--- src/rtl/cpu_pkg.sv ---
// Shared CPU constants: multiply/divide op encodings, muldiv FSM states,
// default datapath width. The ALU control decoder uses the same op constants.
package cpu_pkg;

  localparam int XLEN = 32;

  // Multiply/divide unit operation encodings (values 6 and 7 are no-ops).
  localparam logic [2:0] MD_MULT  = 3'd0;
  localparam logic [2:0] MD_MULTU = 3'd1;
  localparam logic [2:0] MD_DIV   = 3'd2;
  localparam logic [2:0] MD_DIVU  = 3'd3;
  localparam logic [2:0] MD_MTHI  = 3'd4;
  localparam logic [2:0] MD_MTLO  = 3'd5;

  typedef enum logic [1:0] {
    S_IDLE = 2'd0,
    S_CALC = 2'd1,
    S_FIX  = 2'd2
  } md_state_e;

endpackage

--- src/rtl/muldiv_step.sv ---
// One iteration of the iterative multiplier/divider. Multiply is a shift-add
// on {acc_hi, acc_lo} with the multiplier consumed LSB-first from acc_lo;
// divide is a restoring step on {R = acc_hi, Q = acc_lo}.
module muldiv_step #(
  parameter int XLEN = cpu_pkg::XLEN
) (
  input  logic            is_div,
  input  logic [XLEN-1:0] acc_hi,
  input  logic [XLEN-1:0] acc_lo,
  input  logic [XLEN-1:0] operand,
  output logic [XLEN-1:0] next_hi,
  output logic [XLEN-1:0] next_lo
);

  logic [XLEN:0] sum;
  logic [XLEN:0] shifted;
  logic [XLEN:0] diff;

  // Single combinational step, selected by is_div.
  always_comb begin
    // NOTE: every output of a combinational block gets a default first so no
    // path through the block can leave it unassigned (which would infer a latch).
    next_hi = acc_hi;
    next_lo = acc_lo;
    // The carry out of the add lands in bit XLEN and shifts back into the upper half.
    sum     = {1'b0, acc_hi} + (acc_lo[0] ? {1'b0, operand} : '0);
    // R is always below the divisor, so the shifted remainder fits in XLEN+1 bits
    // and the sign of the XLEN+1-bit difference is the trial-subtract verdict.
    shifted = {acc_hi, acc_lo[XLEN-1]};
    diff    = shifted - {1'b0, operand};
    if (is_div) begin
      if (!diff[XLEN]) begin
        next_hi = diff[XLEN-1:0];
        next_lo = {acc_lo[XLEN-2:0], 1'b1};
      end else begin
        next_hi = shifted[XLEN-1:0];
        next_lo = {acc_lo[XLEN-2:0], 1'b0};
      end
    end else begin
      next_hi = sum[XLEN:1];
      next_lo = {sum[0], acc_lo[XLEN-1:1]};
    end
  end

endmodule

--- src/rtl/muldiv_unit.sv ---
// Iterative multiply/divide unit with architectural HI/LO registers.
// XLEN iterations in CALC, one sign-fix cycle in FIX, done pulses as HI/LO update.
module muldiv_unit
  import cpu_pkg::*;
#(
  parameter int XLEN = cpu_pkg::XLEN
) (
  input  logic            clk,
  input  logic            reset,
  input  logic            start,
  input  logic [2:0]      op,
  input  logic [XLEN-1:0] a,
  input  logic [XLEN-1:0] b,
  input  logic            flush,
  output logic            busy,
  output logic            done,
  output logic [XLEN-1:0] hi,
  output logic [XLEN-1:0] lo
);

  localparam int CNT_W = $clog2(XLEN);
  localparam logic [CNT_W-1:0] LAST_ITER = CNT_W'(XLEN - 1);

  md_state_e       state_q, state_d;
  logic [CNT_W-1:0] cnt_q;
  logic [XLEN-1:0] acc_hi_q, acc_lo_q, opnd_q, a_raw_q;
  logic            is_div_q, res_neg_q, rem_neg_q, div0_q;
  logic [XLEN-1:0] hi_q, lo_q;
  logic            done_q;

  // Issue decode and operand magnitudes (XLEN+1-bit negate keeps |MIN| exact).
  logic            is_arith, is_div, is_signed, a_neg, b_neg;
  logic [XLEN:0]   a_negated, b_negated;
  logic [XLEN-1:0] a_mag, b_mag;
  logic            unused_neg_msb;

  assign is_arith  = (op == MD_MULT) || (op == MD_MULTU) || (op == MD_DIV) || (op == MD_DIVU);
  assign is_div    = (op == MD_DIV) || (op == MD_DIVU);
  assign is_signed = (op == MD_MULT) || (op == MD_DIV);
  assign a_neg     = is_signed && a[XLEN-1];
  assign b_neg     = is_signed && b[XLEN-1];
  assign a_negated = '0 - {a[XLEN-1], a};
  assign b_negated = '0 - {b[XLEN-1], b};
  assign a_mag     = a_neg ? a_negated[XLEN-1:0] : a;
  assign b_mag     = b_neg ? b_negated[XLEN-1:0] : b;
  assign unused_neg_msb = a_negated[XLEN] ^ b_negated[XLEN];

  logic [XLEN-1:0] step_hi, step_lo;

  muldiv_step #(.XLEN(XLEN)) u_step (
    .is_div  (is_div_q),
    .acc_hi  (acc_hi_q),
    .acc_lo  (acc_lo_q),
    .operand (opnd_q),
    .next_hi (step_hi),
    .next_lo (step_lo)
  );

  // Sign fix-up applied to the finished magnitude result.
  logic [2*XLEN-1:0] prod, prod_negated;
  logic [XLEN-1:0]   quo_negated, rem_negated, fix_hi, fix_lo;

  assign prod         = {acc_hi_q, acc_lo_q};
  assign prod_negated = '0 - prod;
  assign quo_negated  = '0 - acc_lo_q;
  assign rem_negated  = '0 - acc_hi_q;

  always_comb begin
    fix_hi = res_neg_q ? prod_negated[2*XLEN-1:XLEN] : prod[2*XLEN-1:XLEN];
    fix_lo = res_neg_q ? prod_negated[XLEN-1:0] : prod[XLEN-1:0];
    if (is_div_q) begin
      if (div0_q) begin
        fix_hi = a_raw_q;
        fix_lo = '1;
      end else begin
        fix_hi = rem_neg_q ? rem_negated : acc_hi_q;
        fix_lo = res_neg_q ? quo_negated : acc_lo_q;
      end
    end
  end

  // State register.
  always_ff @(posedge clk) begin
    // NOTE: clocked state uses non-blocking assignments so every register
    // samples pre-edge values regardless of statement order.
    if (reset) state_q <= S_IDLE;
    else       state_q <= state_d;
  end

  // Next-state logic: flush aborts in-flight work and blocks a same-cycle issue.
  always_comb begin
    state_d = state_q;
    unique case (state_q)
      S_IDLE:  if (start && !flush && is_arith) state_d = S_CALC;
      S_CALC:  if (flush) state_d = S_IDLE;
               else if (cnt_q == LAST_ITER) state_d = S_FIX;
      S_FIX:   state_d = S_IDLE;
      default: state_d = S_IDLE;
    endcase
  end

  // Datapath, counter and HI/LO registers.
  always_ff @(posedge clk) begin
    if (reset) begin
      cnt_q     <= '0;
      acc_hi_q  <= '0;
      acc_lo_q  <= '0;
      opnd_q    <= '0;
      a_raw_q   <= '0;
      is_div_q  <= 1'b0;
      res_neg_q <= 1'b0;
      rem_neg_q <= 1'b0;
      div0_q    <= 1'b0;
      hi_q      <= '0;
      lo_q      <= '0;
      done_q    <= 1'b0;
    end else begin
      done_q <= 1'b0;
      unique case (state_q)
        S_IDLE: if (start && !flush) begin
          if (is_arith) begin
            cnt_q     <= '0;
            acc_hi_q  <= '0;
            acc_lo_q  <= is_div ? a_mag : b_mag;
            opnd_q    <= is_div ? b_mag : a_mag;
            a_raw_q   <= a;
            is_div_q  <= is_div;
            res_neg_q <= a_neg ^ b_neg;
            rem_neg_q <= a_neg;
            div0_q    <= is_div && (b == '0);
          end else if (op == MD_MTHI) begin
            hi_q <= a;
          end else if (op == MD_MTLO) begin
            lo_q <= a;
          end
        end
        S_CALC: begin
          acc_hi_q <= step_hi;
          acc_lo_q <= step_lo;
          cnt_q    <= cnt_q + 1'b1;
        end
        S_FIX: if (!flush) begin
          hi_q   <= fix_hi;
          lo_q   <= fix_lo;
          done_q <= 1'b1;
        end
        default: ;
      endcase
    end
  end

  assign busy = (state_q != S_IDLE);
  assign done = done_q;
  assign hi   = hi_q;
  assign lo   = lo_q;

endmodule

--- config.mk ---
export PLATFORM = sky130hd
export DESIGN_NAME = muldiv_unit
export DESIGN_NICKNAME = d
export VERILOG_FILES = /design/src/rtl/cpu_pkg.sv /design/src/rtl/muldiv_step.sv /design/src/rtl/muldiv_unit.sv
export SDC_FILE = /design/constraint.sdc
export NUM_CORES = 1
export LEC_CHECK = 0
export BUFFER_PORTS_ARGS = -buffer_cell sky130_fd_sc_hd__buf_2
export CAP_MARGIN = 40
export CELL_PAD_IN_SITES_DETAIL_PLACEMENT = 1
export CELL_PAD_IN_SITES_GLOBAL_PLACEMENT = 2
export CORE_MARGIN = 2
export CORE_UTILIZATION = 36
export CTS_CLUSTER_SIZE = 8
export DETAILED_ROUTE_END_ITERATION = 8
export GPL_TIMING_DRIVEN = 1
export MAX_ROUTING_LAYER = met4
export PLACE_DENSITY = 0.88
export SLEW_MARGIN = 20
export SYNTH_ARGS = -nofsm -noshare
export SYNTH_HDL_FRONTEND = slang
export SYNTH_HIERARCHICAL = 1
export SYNTH_SLANG_ARGS = --single-unit
--- constraint.sdc ---
create_clock -name clk -period 4.9 [get_ports clk]
set_input_delay 0.98 -clock clk [delete_from_list [all_inputs] [get_ports clk]]
set_output_delay 0.98 -clock clk [all_outputs]
set_load 0.02 [all_outputs]
# After elaboration in Yosys (flattened, before gate mapping)
# Index checks and enable logic that the tools add are counted.
[word_totals]
register_bits = 204
input_bits = 71
out_inout_bits = 66
wordCells = 105
[classes]
addsub = 8
n_eq_ne = 17
n_mux = 42
n_bitwise = 2
n_reduce_logical = 23
[op_table]
columns = ["operator", "n"]
rows = [
  ["32-bit two-way mux", 29],
  ["32-bit case mux with 2 select lines", 4],
  ["1-bit by 32-bit subtractor with 32-bit output (first input constant)", 4],
  ["1-bit by 64-bit subtractor with 64-bit output (first input constant)", 1],
  ["32-bit by 33-bit adder with 33-bit output", 1],
  ["33-bit by 32-bit subtractor with 33-bit output", 1],
  ["32-bit zero test", 1],
  ["2-bit inequality test (second input constant)", 8],
  ["5-bit two-way mux", 2],
  ["5-bit case mux with 2 select lines", 1],
  ["3-bit by 2-bit equality test with 1-bit output (second input constant)", 2],
  ["3-bit equality test (second input constant)", 2],
  ["2-bit two-way mux", 3],
  ["3-bit AND reduction", 2],
  ["6-bit AND reduction", 1],
  ["2-bit nonzero test", 3],
  ["5-bit by 1-bit adder with 5-bit output (second input constant)", 1],
  ["5-bit equality test (second input constant)", 1],
  ["1-bit logical AND", 5],
  ["1-bit logical OR", 5],
  ["5-bit AND reduction", 1],
  ["2-bit case mux with 2 select lines", 1],
  ["3-bit by 1-bit equality test with 1-bit output (second input constant)", 1],
  ["3-bit zero test", 1],
  ["10 further kinds", 11],
]

# Logic depth before layout (Yosys ltp)
[logic_depth]
ltp_word = 8
mapped_depth = 17
ltp_nobuf = 16

# Modules after synthesis
# Netlist, hierarchy kept.
[modules_own_cells]
columns = ["mod", "instances", "cells_each", "area_each_um2", "seq_area_each_um2"]
rows = [
  ["muldiv_unit", 1, 1702, 12545.8, 4083.9],
  ["muldiv_step", 1, 712, 4829.6, 0.0],
]

# Worst setup path after synthesis
# No wires, ideal clock.
[synth_timing]
kind = "register to register"
from = "reg acc_lo_q[0]"
to = "reg acc_hi_q[19]"
setup_ns = 0.065
t_arrival_ns = 3.576
required_ns = 4.835
setup_slack_ns = 1.258
path_stages_with_launch = 16
period_less_slack_ns = 3.642
cell_sequence = "dfxtp_1 > clkbuf_1 > and2_1 > ha_1 > clkbuf_1 > a21o_1 > or4_1 > nor3_1 > o31ai_1 > a41o_1 > a2111oi_1 > o31ai_1 > and3_1 > nor4_1 > a22oi_1 > nor2_1"
[synth_via]
elab_chain_len = 4
[synth_lines]
columns = ["item", "line", "source"]
rows = [
  ["from (decl)", "muldiv_unit.sv:26", "logic [XLEN-1:0] acc_hi_q, acc_lo_q, opnd_q, a_raw_q;"],
  ["from (signal assigned)", "muldiv_unit.sv:124", "acc_lo_q <= is_div ? a_mag : b_mag;"],
  ["from (signal assigned)", "muldiv_unit.sv:139", "acc_lo_q <= step_lo;"],
  ["32-bit two-way mux", "muldiv_step.sv:26", "sum = {1'b0, acc_hi} + (acc_lo[0] ? {1'b0, operand} : '0);"],
  ["32-bit by 33-bit adder with 33-bit output", "muldiv_step.sv:26", ""],
  ["32-bit two-way mux", "muldiv_step.sv:31", "if (is_div) begin"],
  ["via step_hi[19]", "muldiv_unit.sv:48", "logic [XLEN-1:0] step_hi, step_lo;"],
  ["32-bit case mux with 2 select lines", "muldiv_unit.sv:119", "unique case (state_q)"],
  ["to (signal assigned)", "muldiv_unit.sv:138", "acc_hi_q <= step_hi;"],
  ["to (decl)", "muldiv_unit.sv:26", ""],
]
# The timed path passes the listed nets, and every way through them passes these cells.
# A chain may end at the register's enable or synchronous reset.

# Worst setup path in the final report
[layout_timing]
from = "reg acc_lo_q[31]"
to = "reg acc_hi_q[26]"
[layout_via]
elab_chain_len = 4
[layout_lines]
columns = ["item", "line", "source"]
rows = [
  ["33-bit by 32-bit subtractor with 33-bit output", "muldiv_step.sv:30", "diff = shifted - {1'b0, operand};"],
  ["32-bit two-way mux", "muldiv_step.sv:32", "if (!diff[XLEN]) begin"],
  ["32-bit two-way mux", "muldiv_step.sv:31", ""],
  ["via step_hi[26]", "muldiv_unit.sv:48", ""],
  ["32-bit case mux with 2 select lines", "muldiv_unit.sv:119", ""],
]
# The timed path passes the listed nets, and every way through them passes these cells.

==> run metrics <==
full die area=50040 um2; register area share after synthesis=0.2350; final WL=87.19 mm; DP Area=18940 um2; DP Worst Slack=659.2 ps; Power, Total=5.068 mW; PortBufs=136; RSZ-0062 raised after global routing=no; slew of the pin with the lowest slew margin=960.8 ps; ys async rst share=0; first-pass GRT wire length=128.6 mm; clk slew on worst S/H paths=60 ps; clock tree from TritonCTS=done; Site Rows=80; Yosys cell types=84; Global Route Usage Sum=0.3461; Final Cycle Share=0.9183; Sink Count=204; Post-synth EDFFs=0; Net Count, Synth=2557; vias per cell=6.497; final core occ=0.4170; Clock Tree Buf Depth=3; router iterations before antenna repair=5; initial antenna violation count=2; Hold Fails Final Rpt=0; fin area=19870 um2; CP startpoint=acc_lo_q[31]; Area Overhead vs Synth=14.35%; Worst IR Drop VDD=343.0 uV; Final Max Tran Viols=0; final worst slack=400.5 ps; outcome=complete, no violations; H-tree depth=1; slew margin rel.=0.3536; vias in the first global route=20063; fin crit period=4500 ps; Netlist Area Pre-Place=17380 um2; post-synthesis area per instance=7.198 um2; DRT antenna net count=0; Hold Buf Count CTS=0; area of the core=47650 um2; clock buffer count from CTS=30; root buffer cell=clkbuf_16; critical path arrival=4960 ps; leakage power figure=8.101 nW; RePlAce Congestion=0.9861; Yosys top cell by area=dfxtp_1; synth top area cells=dfxtp_1, a21oi_1, nand2_1; Synth Register Bits=204; total power density per cell area=255.1 nW/um2; crit end category=flop; required time of the critical path=5360 ps; start of the worst register-to-register path=acc_lo_q[31]; FMAX=222.2 MHz; Synth Instances=2414; DIE WIDTH=223.7 um; post-synth top area share=0.2350; crit start category=flop; Worst Path Max Fanout=9; Post-DP HPWL=65.35 mm; Hold Path Origin=lo[0]; largest net degree at the start of global routing=68; Setup Viol. Count Final=0; share of cells above drive strength 1=0.1415; post-CTS resize count=0; setup bufs post-CTS=0; First DRT Iteration DRCs=1901; CP Class=reg -> reg; DIE HEIGHT=223.7 um; IO Pins=137; gr ovfl total=0; Clock Skews=54.05 ps; Hold WC Path Type=reg -> reg; Initial Util=0.3647; drt wl/cell=27.90 um; Main synth FF type=dfxtp_1; nets@finish=2645; synth warn=6; worst skew pair latency=630 ps; Sum Neg Setup Slack=0 ps; DR vias=20303; MaxCap Viol Count=0; post-route DRC violation count=0
## cells in the final DEF, fill, tap and decap left out, types with 13 or more instances in the layout
cell type / n
buf_2: 135
o221ai_1: 38
nor2b_1: 13
o21ai_0: 134
a211oi_1: 23
xor2_1: 63
nand2_1: 257
clkbuf_16: 30
a21oi_1: 232
nor4_1: 41
and2_1: 44
nand3_1: 63
mux2_2: 34
nor3_1: 81
inv_1: 70
o211ai_1: 17
nand4_1: 32
and3_1: 24
o22ai_1: 13
a22oi_1: 43
a31oi_1: 34
a21o_1: 39
a221oi_1: 24
nor2_1: 237
dfxtp_1: 203
or3_1: 28
xnor2_1: 94
ha_1: 70
o31ai_1: 32
buf_4: 96
a221o_1: 15
nand2b_1: 24
## layer usage
metal / GRT usage / up-vias / part of all wire
li1: - / 9053 / -
met1: 0.4447 / 10131 / 0.42
met4: 0.1731 / 0 / 0.057
met3: 0.04092 / 235 / 0.071
met5: - / - / 0
met2: 0.5381 / 884 / 0.45
## synth_stat cells (all sizes together) (9+ instances only)
cell type  instances
and3              25
a221oi            24
nor3              82
and2              44
ha                70
a211oi            23
o21a              12
nand3             63
or4               18
a21o              39
xnor2             94
or2               11
clkbuf           161
a21oi            233
o211ai            17
a31oi             34
a221o             15
a22oi             44
o41ai             14
buf               25
mux2              34
inv               70
a211o              9
nand2            257
o21ai            138
or3               28
o22ai             13
xor2              63
nor4              43
dfxtp            204
nand4             32
nand2b            25
mux2i              9
nor2             239
o221ai            38
nor2b             15
o31ai             32
## critical path, stage by stage (launching register included)
cell,delay [ps]
dfxtp_1,340
inv_1,150
ha_1,210
fa_1,230
nand2b_1,150
a21oi_1,120
o31a_1,370
a21oi_1,380
a2111oi_0,180
buf_4,190
nor4_1,810
o21ai_0,360
nand2_1,280
buf_12,180
o221ai_1,110
a22oi_1,200
nor2_1,60
## area by class of cell
cell class,count,area (um2)
fillers,6009,27780
multi-input cells,1953,12320
flip-flops and latches,204,4088
repair buffers,242,1567
clock buffers,38,830.8
well taps,615,769.5
inverters,71,266.5
clock inverters,1,30.03
diodes,1,2.502
## power by group
| part | switching, mW | total, mW | internal [mW] |
|---|---|---|---|
| clock | 0.867 | 2.03 | 1.16 |
| combinational | 0.837 | 1.26 | 0.420 |
| sequential | 0.0712 | 1.78 | 1.71 |
| total | 1.78 | 5.07 | 3.29 |
## final timing paths
check,slack (ps),depth (start not counted),endpoint
worst max-delay path,400,16,acc_hi_q[26]
worst min-delay path,460,2,lo[0]
worst max register to register,400,16,acc_hi_q[26]
worst min register to register,460,2,lo[0]
## state kept, by name, summed over array words and instances, names as in the netlist
name / cells
a_raw_q: 32
acc_hi_q: 32
acc_lo_q: 32
cnt_q: 5
div0_q: 1
done: 1
hi: 32
is_div_q: 1
lo: 32
opnd_q: 32
rem_neg_q: 1
res_neg_q: 1
state_q: 2
## metrics by stage
step / hold slack, ps / cells
4_1_cts: 457.5 / 3119
3_5_place_dp: 449.6 / 3080
3_3_place_gp: 438.2 / 3074
5_1_grt: 469.0 / 3124
6_report: 455.1 / 3125
2_1_floorplan: 426.6 / 2414
## kinds of logic (layout without fill, tap and decap cells)
kind of cell / count (synthesis) / after routing / synth area share
compound gates: 764 / 764 / 0.2896
xor+xnor: 157 / 157 / 0.07914
fa+ha+maj: 72 / 72 / 0.05271
buf+inv: 257 / 352 / 0.05840
flops: 204 / 204 / 0.2350
mux: 43 / 43 / 0.02722
other cells: 0 / 1 / 0
simple gates: 917 / 917 / 0.2579
Power figures use the tool's default switching activity.
